### config.mk
export PLATFORM = sky130hd
export DESIGN_NAME = mb_uart_rx_flat
export DESIGN_NICKNAME = d
export VERILOG_FILES = /design/src/rtl/mb_uart_rx_if.sv /design/src/rtl/mb_uart_rx.sv /design/src/flat_wrapper.sv
export SDC_FILE = /design/constraint.sdc
export NUM_CORES = 1
export LEC_CHECK = 0
export ABC_AREA = 1
export ABC_CLOCK_PERIOD_IN_PS = 1510
export BUFFER_PORTS_ARGS = -buffer_cell sky130_fd_sc_hd__buf_2
export CAP_MARGIN = 20
export CORE_MARGIN = 5
export CORE_UTILIZATION = 54
export CTS_CLUSTER_SIZE = 8
export DETAILED_ROUTE_END_ITERATION = 8
export GPL_TIMING_DRIVEN = 0
export HOLD_SLACK_MARGIN = 0.06
export PLACE_DENSITY = 0.73
export SETUP_SLACK_MARGIN = 0.15
export SLEW_MARGIN = 20
export SYNTH_ARGS = -nofsm -noshare
export SYNTH_HDL_FRONTEND = slang
export SYNTH_SLANG_ARGS = --single-unit
### constraint.sdc
create_clock -name clk -period 1.51 [get_ports clk]
set_input_delay 0.453 -clock clk [delete_from_list [all_inputs] [get_ports clk]]
set_output_delay 0.453 -clock clk [all_outputs]
set_load 0.005 [all_outputs]
### src/rtl/mb_uart_rx_if.sv
// Bus bundle between the Modbus RX front end and its neighbours.
// The master side drives the serial line and the bit-midpoint strobe from
// the baud generator. The slave side, which is the receiver, returns the
// generator enable, the byte, the status strobes and a debug view of the
// FSM state.
//
// Handshake: rx_valid, rx_ferr, rx_perr and frame_end are single-cycle
// strobes. There is no ready signal and no backpressure. A consumer samples
// rx_data in the cycle rx_valid is high. rx_data also holds its value until
// the next good byte arrives.
interface mb_uart_rx_if;
  logic       rs232_rx;
  logic       bps_flag;
  logic       bps_start;
  logic [7:0] rx_data;
  logic       rx_valid;
  logic       rx_ferr;
  logic       rx_perr;
  logic       frame_end;
  logic [2:0] dbg_state;

  modport master (
    output rs232_rx, bps_flag,
    input  bps_start, rx_data, rx_valid, rx_ferr, rx_perr, frame_end, dbg_state
  );

  modport slave (
    input  rs232_rx, bps_flag,
    output bps_start, rx_data, rx_valid, rx_ferr, rx_perr, frame_end, dbg_state
  );
endinterface

### src/rtl/mb_uart_rx.sv
// Modbus serial receive front end.
// - Synchronises the RX line and detects the start edge.
// - Enables the external baud generator through bps_start.
// - Samples one bit per bps_flag and assembles bytes LSB first.
// - Reports good bytes and framing errors.
// - Flags the RTU t3.5 inter-frame silence with frame_end.
// Optional: define MB_UART_PARITY_EN for 8E1 frames with an extra PAR state
// and parity-error reporting. Without it the frame is 8N1 and rx_perr is 0.
module mb_uart_rx #(
  parameter int CLK_FRQ  = 50_000_000,
  parameter int BPS_SET  = 115200,
  parameter int GAP_BITS = 39,
  parameter int GAP_CLKS = (CLK_FRQ / BPS_SET) * GAP_BITS,
  parameter int GAP_W    = 20
) (
  input  logic         clk,
  input  logic         rst_n,
  mb_uart_rx_if.slave  bus
);

  typedef enum logic [2:0] {
    IDLE  = 3'd0,
    START = 3'd1,
    DATA  = 3'd2,
    PAR   = 3'd3,
    STOP  = 3'd4
  } state_t;

  localparam logic [GAP_W-1:0] GAP_MAX = GAP_W'(GAP_CLKS);
  localparam logic [GAP_W-1:0] GAP_HIT = GAP_W'(GAP_CLKS - 1);

  state_t           state_q;
  logic             rx_meta_q;
  logic             rx_sync_q;
  logic             rx_dly_q;
  logic [7:0]       shift_q;
  logic [2:0]       bit_cnt_q;
  logic             bps_start_q;
  logic [7:0]       rx_data_q;
  logic             rx_valid_q;
  logic             rx_ferr_q;
  logic             byte_seen_q;
  logic             frame_end_q;
  logic [GAP_W-1:0] gap_cnt_q;
  logic [GAP_W-1:0] gap_cnt_d;
  logic             fall_edge;
  logic             any_edge;
  logic             gap_hit;

`ifdef MB_UART_PARITY_EN
  logic             par_q;
  logic             rx_perr_q;
  logic             par_bad;
  // Even parity: the data bits and the parity bit XOR to 0 on a good frame.
  assign par_bad = (^shift_q) ^ par_q;
`endif

  // Line conditioning.
  // The synchroniser resets to 0, so a line that is already low when reset
  // is released cannot fake a start edge.
  assign fall_edge = rx_dly_q & ~rx_sync_q;
  assign any_edge  = rx_dly_q ^ rx_sync_q;
  assign gap_hit   = (gap_cnt_q == GAP_HIT) && byte_seen_q;

  // Two-flop synchroniser plus one delay stage for edge detection.
  always_ff @(posedge clk or negedge rst_n) begin
    if (!rst_n) begin
      rx_meta_q <= 1'b0;
      rx_sync_q <= 1'b0;
      rx_dly_q  <= 1'b0;
    end else begin
      rx_meta_q <= bus.rs232_rx;
      rx_sync_q <= rx_meta_q;
      rx_dly_q  <= rx_sync_q;
    end
  end

  // Silence counter.
  // It counts clocks of steady-high idle line and saturates at the t3.5 length.
  always_comb begin
    gap_cnt_d = gap_cnt_q;
    if (any_edge || (state_q != IDLE)) begin
      gap_cnt_d = '0;
    end else if (rx_sync_q && (gap_cnt_q != GAP_MAX)) begin
      gap_cnt_d = gap_cnt_q + GAP_W'(1);
    end
  end

  // Silence counter register.
  always_ff @(posedge clk or negedge rst_n) begin
    if (!rst_n) begin
      gap_cnt_q <= '0;
    end else begin
      gap_cnt_q <= gap_cnt_d;
    end
  end

  // Character FSM.
  // It also owns every output strobe, so all outputs come straight from flops.
  always_ff @(posedge clk or negedge rst_n) begin
    if (!rst_n) begin
      state_q     <= IDLE;
      shift_q     <= 8'h00;
      bit_cnt_q   <= 3'd0;
      bps_start_q <= 1'b0;
      rx_data_q   <= 8'h00;
      rx_valid_q  <= 1'b0;
      rx_ferr_q   <= 1'b0;
      byte_seen_q <= 1'b0;
      frame_end_q <= 1'b0;
`ifdef MB_UART_PARITY_EN
      par_q       <= 1'b0;
      rx_perr_q   <= 1'b0;
`endif
    end else begin
      rx_valid_q  <= 1'b0;
      rx_ferr_q   <= 1'b0;
      frame_end_q <= 1'b0;
`ifdef MB_UART_PARITY_EN
      rx_perr_q   <= 1'b0;
`endif
      // The silence counter only reaches GAP_HIT while idle.
      // A byte cannot complete in that same cycle.
      if (gap_hit) begin
        frame_end_q <= 1'b1;
        byte_seen_q <= 1'b0;
      end
      case (state_q)
        IDLE: begin
          if (fall_edge) begin
            state_q     <= START;
            bps_start_q <= 1'b1;
          end
        end
        START: begin
          if (bus.bps_flag) begin
            if (!rx_sync_q) begin
              bit_cnt_q <= 3'd0;
              state_q   <= DATA;
            end else begin
              // Start bit was high at its midpoint: treat it as a glitch.
              bps_start_q <= 1'b0;
              state_q     <= IDLE;
            end
          end
        end
        DATA: begin
          if (bus.bps_flag) begin
            shift_q   <= {rx_sync_q, shift_q[7:1]};
            bit_cnt_q <= bit_cnt_q + 3'd1;
            if (bit_cnt_q == 3'd7) begin
`ifdef MB_UART_PARITY_EN
              state_q <= PAR;
`else
              state_q <= STOP;
`endif
            end
          end
        end
`ifdef MB_UART_PARITY_EN
        PAR: begin
          if (bus.bps_flag) begin
            par_q   <= rx_sync_q;
            state_q <= STOP;
          end
        end
`endif
        STOP: begin
          if (bus.bps_flag) begin
            bps_start_q <= 1'b0;
            state_q     <= IDLE;
            byte_seen_q <= 1'b1;
            if (!rx_sync_q) begin
              rx_ferr_q <= 1'b1;
`ifdef MB_UART_PARITY_EN
            end else if (par_bad) begin
              rx_perr_q <= 1'b1;
`endif
            end else begin
              rx_data_q  <= shift_q;
              rx_valid_q <= 1'b1;
            end
          end
        end
        default: begin
          state_q     <= IDLE;
          bps_start_q <= 1'b0;
        end
      endcase
    end
  end

  assign bus.bps_start = bps_start_q;
  assign bus.rx_data   = rx_data_q;
  assign bus.rx_valid  = rx_valid_q;
  assign bus.rx_ferr   = rx_ferr_q;
  assign bus.frame_end = frame_end_q;
  assign bus.dbg_state = state_q;
`ifdef MB_UART_PARITY_EN
  assign bus.rx_perr   = rx_perr_q;
`else
  assign bus.rx_perr   = 1'b0;
`endif

endmodule
### src/flat_wrapper.sv
// flat-port wrapper written by rule: the top's interface ports become plain ports
module mb_uart_rx_flat 
#(
  parameter int CLK_FRQ  = 50_000_000,
  parameter int BPS_SET  = 115200,
  parameter int GAP_BITS = 39,
  parameter int GAP_CLKS = (CLK_FRQ / BPS_SET) * GAP_BITS,
  parameter int GAP_W    = 20
)
  (clk, rst_n, bus_rs232_rx, bus_bps_flag, bus_bps_start, bus_rx_data, bus_rx_valid, bus_rx_ferr, bus_rx_perr, bus_frame_end, bus_dbg_state);
  mb_uart_rx_if bus_i ();
  input  logic clk;
  input  logic rst_n;
  input wire logic [$bits(bus_i.rs232_rx)-1:0] bus_rs232_rx;
  input wire logic [$bits(bus_i.bps_flag)-1:0] bus_bps_flag;
  output wire logic [$bits(bus_i.bps_start)-1:0] bus_bps_start;
  output wire logic [$bits(bus_i.rx_data)-1:0] bus_rx_data;
  output wire logic [$bits(bus_i.rx_valid)-1:0] bus_rx_valid;
  output wire logic [$bits(bus_i.rx_ferr)-1:0] bus_rx_ferr;
  output wire logic [$bits(bus_i.rx_perr)-1:0] bus_rx_perr;
  output wire logic [$bits(bus_i.frame_end)-1:0] bus_frame_end;
  output wire logic [$bits(bus_i.dbg_state)-1:0] bus_dbg_state;
  assign bus_i.rs232_rx = bus_rs232_rx;
  assign bus_i.bps_flag = bus_bps_flag;
  assign bus_bps_start = bus_i.bps_start;
  assign bus_rx_data = bus_i.rx_data;
  assign bus_rx_valid = bus_i.rx_valid;
  assign bus_rx_ferr = bus_i.rx_ferr;
  assign bus_rx_perr = bus_i.rx_perr;
  assign bus_frame_end = bus_i.frame_end;
  assign bus_dbg_state = bus_i.dbg_state;
  mb_uart_rx #(.CLK_FRQ(CLK_FRQ), .BPS_SET(BPS_SET), .GAP_BITS(GAP_BITS), .GAP_CLKS(GAP_CLKS), .GAP_W(GAP_W)) u_core (.clk(clk), .rst_n(rst_n), .bus(bus_i));
endmodule
### Yosys cells after proc, flatten, opt, wreduce, memory -nomap -nowiden

Cells that the tools add are included.

* bits in registers: 50
* logic and storage cells: 72

* add/sub/neg operators: 2
* equal/unequal tests: 13
* multiplexer cells: 28
* bitwise gates (word level): 4
* reductions and logical operators: 12

Operator list (number)
* 20-bit two-way mux: 2
* 3-bit two-way mux: 8
* 20-bit by 1-bit adder with 20-bit output (second input constant): 1
* 20-bit by 15-bit == test with 1-bit output (second input constant): 1
* 20-bit by 15-bit inequality test with 1-bit output (second input constant): 1
* 1-bit two-way mux: 14
* 3-bit case mux with 4 select lines: 1
* 5-bit AND reduction: 2
* 2-bit inequality test (second input constant): 4
* 3-bit == test (second input constant): 2
* 2-bit by 1-bit inequality test with 1-bit output (second input constant): 3
* 3-bit case mux with 2 select lines: 1
* 1-bit case mux with 4 select lines: 1
* 4-bit AND reduction: 1
* 2-bit nonzero test: 2
* 3-bit by 1-bit adder with 3-bit output (second input constant): 1
* 3-bit by 1-bit == test with 1-bit output (second input constant): 1
* 3-bit by 2-bit == test with 1-bit output (second input constant): 1
* 3-bit zero test: 1
* 3-bit AND reduction: 1
* 3-bit nonzero test: 1
* 1-bit logical AND: 2
* 2-bit two-way mux: 1
* 1-bit inverter: 2
* other kinds (4): 4

### Logic depth before layout (Yosys ltp)

* word-level depth: 5
* mapped depth: 10
* gate-level depth less buffers: 10

### Worst setup path after synthesis

OpenSTA, ideal clock, no wires.

* kind: reg2reg
* from: register u_core.rx_sync_q
* to: register u_core.gap_cnt_q[17]
* data arrival time: 1.554 ns
* required time: 1.439 ns
* path slack: -0.115 ns
* stages on the path, launching flop included: 9
* cells stage by stage: dfrtp_1 buf_2 inv_1 ha_1 inv_1 nor2_1 buf_2 nand2_1 nor2_1

* word-level cells in the longest chain between the ends: 3
* elaborated cells on any way between the ends: 5
* those cells by class: mux: 1; bitwise: 1; reduce/logical: 3

RTL lines
* start, declared: line mb_uart_rx.sv:34 `logic rx_sync_q;`
* start signal, assigned: line mb_uart_rx.sv:73 `rx_sync_q <= rx_meta_q;`
* 1-bit XOR: line mb_uart_rx.sv:62 `assign any_edge = rx_dly_q ^ rx_sync_q;`
* 1-bit logical OR: line mb_uart_rx.sv:82 `if (any_edge || (state_q != IDLE)) begin`
* 20-bit two-way mux / 2-bit nonzero test (equally long branches)
* end signal, assigned: line mb_uart_rx.sv:94 `gap_cnt_q <= gap_cnt_d;`
* end, declared: line mb_uart_rx.sv:44 `logic [GAP_W-1:0] gap_cnt_q;`

Parallel ways exist; a longest one is shown, timed or not.
A chain may end at the register's enable or synchronous reset.

### Final worst setup path

* from: register u_core.gap_cnt_q[0]
* to: register u_core.gap_cnt_q[3]

* word-level cells in the longest chain between the ends: 3
* elaborated cells on any way between the ends: 6
* those cells by class: add/sub: 1; eq/ne: 1; mux: 2; reduce/logical: 2

RTL lines
* 20-bit by 1-bit adder with 20-bit output / 20-bit by 15-bit inequality test with 1-bit output (equally long branches): line mb_uart_rx.sv:85, mb_uart_rx.sv:84
* 20-bit two-way mux / 1-bit logical AND (equally long branches): line mb_uart_rx.sv:84 `end else if (rx_sync_q && (gap_cnt_q != GAP_MAX)) begin`
* 20-bit two-way mux / 2-bit nonzero test (equally long branches)

Parallel ways exist; a longest one is shown, timed or not. The select of a mux whose other input is x is not followed.

==> Flow_metrics.wiki <==
{| class="wikitable"
! Metric !! Value
|-
| Status || finished clean
|-
| Synthesized area divided by synthesized cell count || 7.78 sq um
|-
| Chip Height || 80.3 um
|-
| CP Capture Type || flop
|-
| Cell Count Post-Placement || 427
|-
| Pin slew with the least headroom to its limit || 627 ps
|-
| Post-Route WL || 6430 um
|-
| Maximum buffer depth of the clock tree || 2
|-
| Aggregate global routing overflow || 0
|-
| Half-perimeter wire length after placement || 3890 um
|-
| R2R Path End || u_core.gap_cnt_q[3]$_DFFE_PN0P_
|-
| Number of optimization iterations in the first detailed-route pass || 4
|-
| Minimum clock period || 1510 ps
|-
| Cell type of the slowest stage on the worst timing path || sky130_fd_sc_hd__dfrtp_2
|-
| Starting Density || 56.2%
|-
| Worst-case clock skew || 4.41 ps
|-
| Total via count in the routed design || 2443
|-
| Total count of max-transition violations in the final report || 0
|-
| Share of layout cells above drive strength 1 || 34.9%
|-
| GPL Wtd Cong || 0.960
|-
| Summed instance area of the synthesized netlist || 0.00267 sq mm
|-
| List of cells traversed by the critical path || inv_2, ha_1, inv_2, nor2_4, nand3_4, nand2_8, inv_8, clkbuf_16, nand3b_1, nand2_1
|-
| Critical register-to-register path startpoint || u_core.gap_cnt_q[0]$_DFFE_PN0P_
|-
| Dominant delay contributor by cell family on the critical path || simple AND/OR/NAND/NOR gates
|-
| Count of antenna-violating nets left after detailed routing || 0
|-
| Worst VDD drop || 827 uV
|-
| Global-route wire length before repair || 10600 um
|-
| CTS H-Tree Depth || 2
|-
| Number of antenna repair diodes || 0
|-
| Num CTS Buffers || 5
|-
| Leading post-synthesis cells by cell area || sky130_fd_sc_hd__dfrtp_1, sky130_fd_sc_hd__nand2_1, sky130_fd_sc_hd__nand3_1
|-
| Count of port buffers added during placement || 17
|-
| Nature of the critical path startpoint || flop
|-
| Number of endpoints with negative hold slack in the final report || 0
|-
| Critical path fanouts, max || 8
|-
| Portion of the post-synthesis area used by sequential elements || 46.9%
|-
| Worst setup path startpoint || u_core.gap_cnt_q[0]$_DFFE_PN0P_
|-
| Number of failing setup endpoints in the final timing report || 0
|-
| Clock insertion delay at the later pin of the skew report || 310 ps
|-
| Slowest cell delay on critical path || 450 ps
|-
| Total leakage power || 1.73 nW
|-
| Most frequently used cell type in the post-synthesis netlist || sky130_fd_sc_hd__nand2_1
|-
| Die Outline Area || 0.00645 sq mm
|-
| Most instantiated flip-flop cell in the synthesis netlist || sky130_fd_sc_hd__dfrtp_1
|-
| Total DRC errors in the routed layout || 0
|-
| Req. time, crit path || 1710 ps
|-
| Worst Hold Slack || 142 ps
|-
| Standard cell core area || 0.00475 sq mm
|-
| Class of the worst hold path || input pin to async pin
|-
| Clock Sink Count || 50
|-
| Top cell types by occurrence after synthesis || sky130_fd_sc_hd__nand2_1, sky130_fd_sc_hd__dfrtp_1, sky130_fd_sc_hd__nand3_1
|-
| Initial antenna violation count || 0
|-
| Maximum number of pins on one net before global-route repair || 51
|-
| Average vias per placed instance || 5.22
|-
| Yosys warning total || 0
|-
| Post-synth top area share || 46.9%
|-
| Post-Route Utilization || 75.3%
|-
| Share of the clock period used by the worst path after layout || 99.7%
|-
| Combined buffer and inverter count along the critical path || 4
|-
| Post-Synthesis Net Count || 353
|-
| RSZ-0062 raised after global routing || true
|-
| Class of the most critical setup path || flop to flop
|-
| Final-stage net count || 410
|-
| Layout area overhead || 34.0%
|-
| Share of flip-flops with an asynchronous set or reset || 100%
|-
| Count of different cell masters after synthesis || 26
|-
| Number of enable-type register cells in the synthesized netlist || 0
|-
| Seq cells post-synth || 50
|-
| Cell type with the highest aggregate area in the netlist || sky130_fd_sc_hd__dfrtp_1
|-
| Post-CTS clock slew at the launch and capture registers of the worst setup and hold paths || 90 ps
|-
| Detailed-route wire length per cell || 13.7 um
|-
| Post-route insts no fill || 468
|-
| Arr. time, crit path || 1710 ps
|-
| Number of standard cells after synthesis || 343
|-
| Number of placement rows || 25
|-
| CTS tree || yes
|-
| Max Freq || 664 MHz
|-
| Top cell by count, worst path || sky130_fd_sc_hd__inv_2
|-
| Length in cells of the worst reg-to-reg path || 10
|-
| # IOs || 20
|-
| Root buffer selected by CTS || sky130_fd_sc_hd__clkbuf_8
|-
| Die Wd || 80.3 um
|-
| Power density cells || 1170 mW/mm^2
|-
| DRT iter0 DRCs || 199
|-
| Number of global-route vias before repair || 2341
|-
| Worst max-slew margin expressed relative to the limit || 58.2%
|-
| Max Cap Viol || 0
|-
| Reg-to-reg slack, setup || 4 ps
|-
| GR Util All Layers || 20.9%
|}
## area by class of cell
type / count / area, sq um
plain buffers: 10 / 106
clock buffers: 5 / 68.8
clock inverters: 3 / 47.5
fillers: 324 / 1180
inverters: 42 / 170
multi-input cells: 241 / 1430
flip-flops and latches: 50 / 1260
well taps: 67 / 83.8
repair buffers: 50 / 407
## per-layer routing
layer	global-route usage [%]	up-vias	part of all wire [%]
met5	0	-	0
met4	8.28	0	3.1
met3	3.36	17	3.3
met2	35.8	61	50
met1	26.4	1176	44
li1	-	1189	-
## registers in the layout (all words and copies together) (netlist names), 3 cells and up
name / flops
u_core.gap_cnt_q: 20
u_core.bus.rx_data: 8
u_core.shift_q: 8
u_core.bit_cnt_q: 3
u_core.bus.dbg_state: 3
## power by group
part	internal, W	switching, W
clock network	0.000506	0.000477
logic	0.000671	0.000825
registers	0.00155	0.000169
total	0.00273	0.00147
## kinds of logic (layout without fill, tap and decap cells)
| family | after synthesis | count (layout) | share of synthesized area, % |
|---|---|---|---|
| buffers and inverters | 52 | 110 | 8.58 |
| DFF | 50 | 50 | 46.9 |
| AOI/OAI and AO/OA | 22 | 22 | 4.12 |
| and+or+nand+nor | 199 | 199 | 33.2 |
| other | 1 | 1 | 0.140 |
| adders and majority gates | 6 | 6 | 2.81 |
| xor gates and xnor gates | 13 | 13 | 4.26 |
## layout by cell type, fill, tap and decap left out, types with 4 or more instances in the layout
cell / netlist / routed
sky130_fd_sc_hd__nand2_1: 93 / 77
sky130_fd_sc_hd__dfrtp_1: 50 / 41
sky130_fd_sc_hd__nand3_1: 43 / 37
sky130_fd_sc_hd__inv_1: 39 / 32
sky130_fd_sc_hd__nor2_1: 41 / 26
sky130_fd_sc_hd__buf_4: 1 / 26
sky130_fd_sc_hd__buf_2: 5 / 16
sky130_fd_sc_hd__xor2_1: 13 / 13
sky130_fd_sc_hd__buf_6: 1 / 10
sky130_fd_sc_hd__nand2_2: 1 / 10
sky130_fd_sc_hd__nor2_2: 3 / 10
sky130_fd_sc_hd__o21ai_0: 18 / 10
sky130_fd_sc_hd__dfrtp_2: 0 / 9
sky130_fd_sc_hd__nor2_4: 0 / 8
sky130_fd_sc_hd__inv_2: 2 / 7
sky130_fd_sc_hd__nand2_4: 0 / 7
sky130_fd_sc_hd__nand4_1: 6 / 6
sky130_fd_sc_hd__o21ai_2: 0 / 6
sky130_fd_sc_hd__nand3_2: 1 / 6
sky130_fd_sc_hd__o21ai_1: 4 / 6
sky130_fd_sc_hd__nand3b_1: 5 / 5
sky130_fd_sc_hd__buf_8: 1 / 5
sky130_fd_sc_hd__clkbuf_8: 0 / 5
sky130_fd_sc_hd__ha_1: 6 / 4
## worst max path at each step
stage	to	cells past startpoint	slack [ps]
4_1_cts	u_core.gap_cnt_q[16]$_DFFE_PN0P_	9	0.6
6_report	u_core.gap_cnt_q[3]$_DFFE_PN0P_	10	4
3_5_place_dp	u_core.gap_cnt_q[16]$_DFFE_PN0P_	8	-120
3_3_place_gp	u_core.gap_cnt_q[16]$_DFFE_PN0P_	8	-90
5_1_grt	u_core.gap_cnt_q[2]$_DFFE_PN0P_	9	-50
2_1_floorplan	u_core.gap_cnt_q[16]$_DFFE_PN0P_	8	110
## per-stage QoR
stage / setup TNS (ps) / cell area, sq um / power (W) / setup slack [ps]
floorplan: 0 / 2710 / 0.00238 / 110
global placement: -634 / 2880 / 0.00267 / -93.5
CTS: 0 / 3290 / 0.00404 / 0.646
detailed placement: -932 / 2880 / 0.00270 / -115
finish: 0 / 3580 / 0.00420 / 3.84
global route: -398 / 3580 / 0.00444 / -49.6
## what timing repair did
action                     in CTS  in global routing
gates cloned                    3                  2
resized for setup              42                 64
setup endpoints to repair      39                 44
pin swaps                      14                 14
buffers inserted               18                 10
hold buffers                    0                  0
No activity file was read; power rests on OpenSTA's default activity.
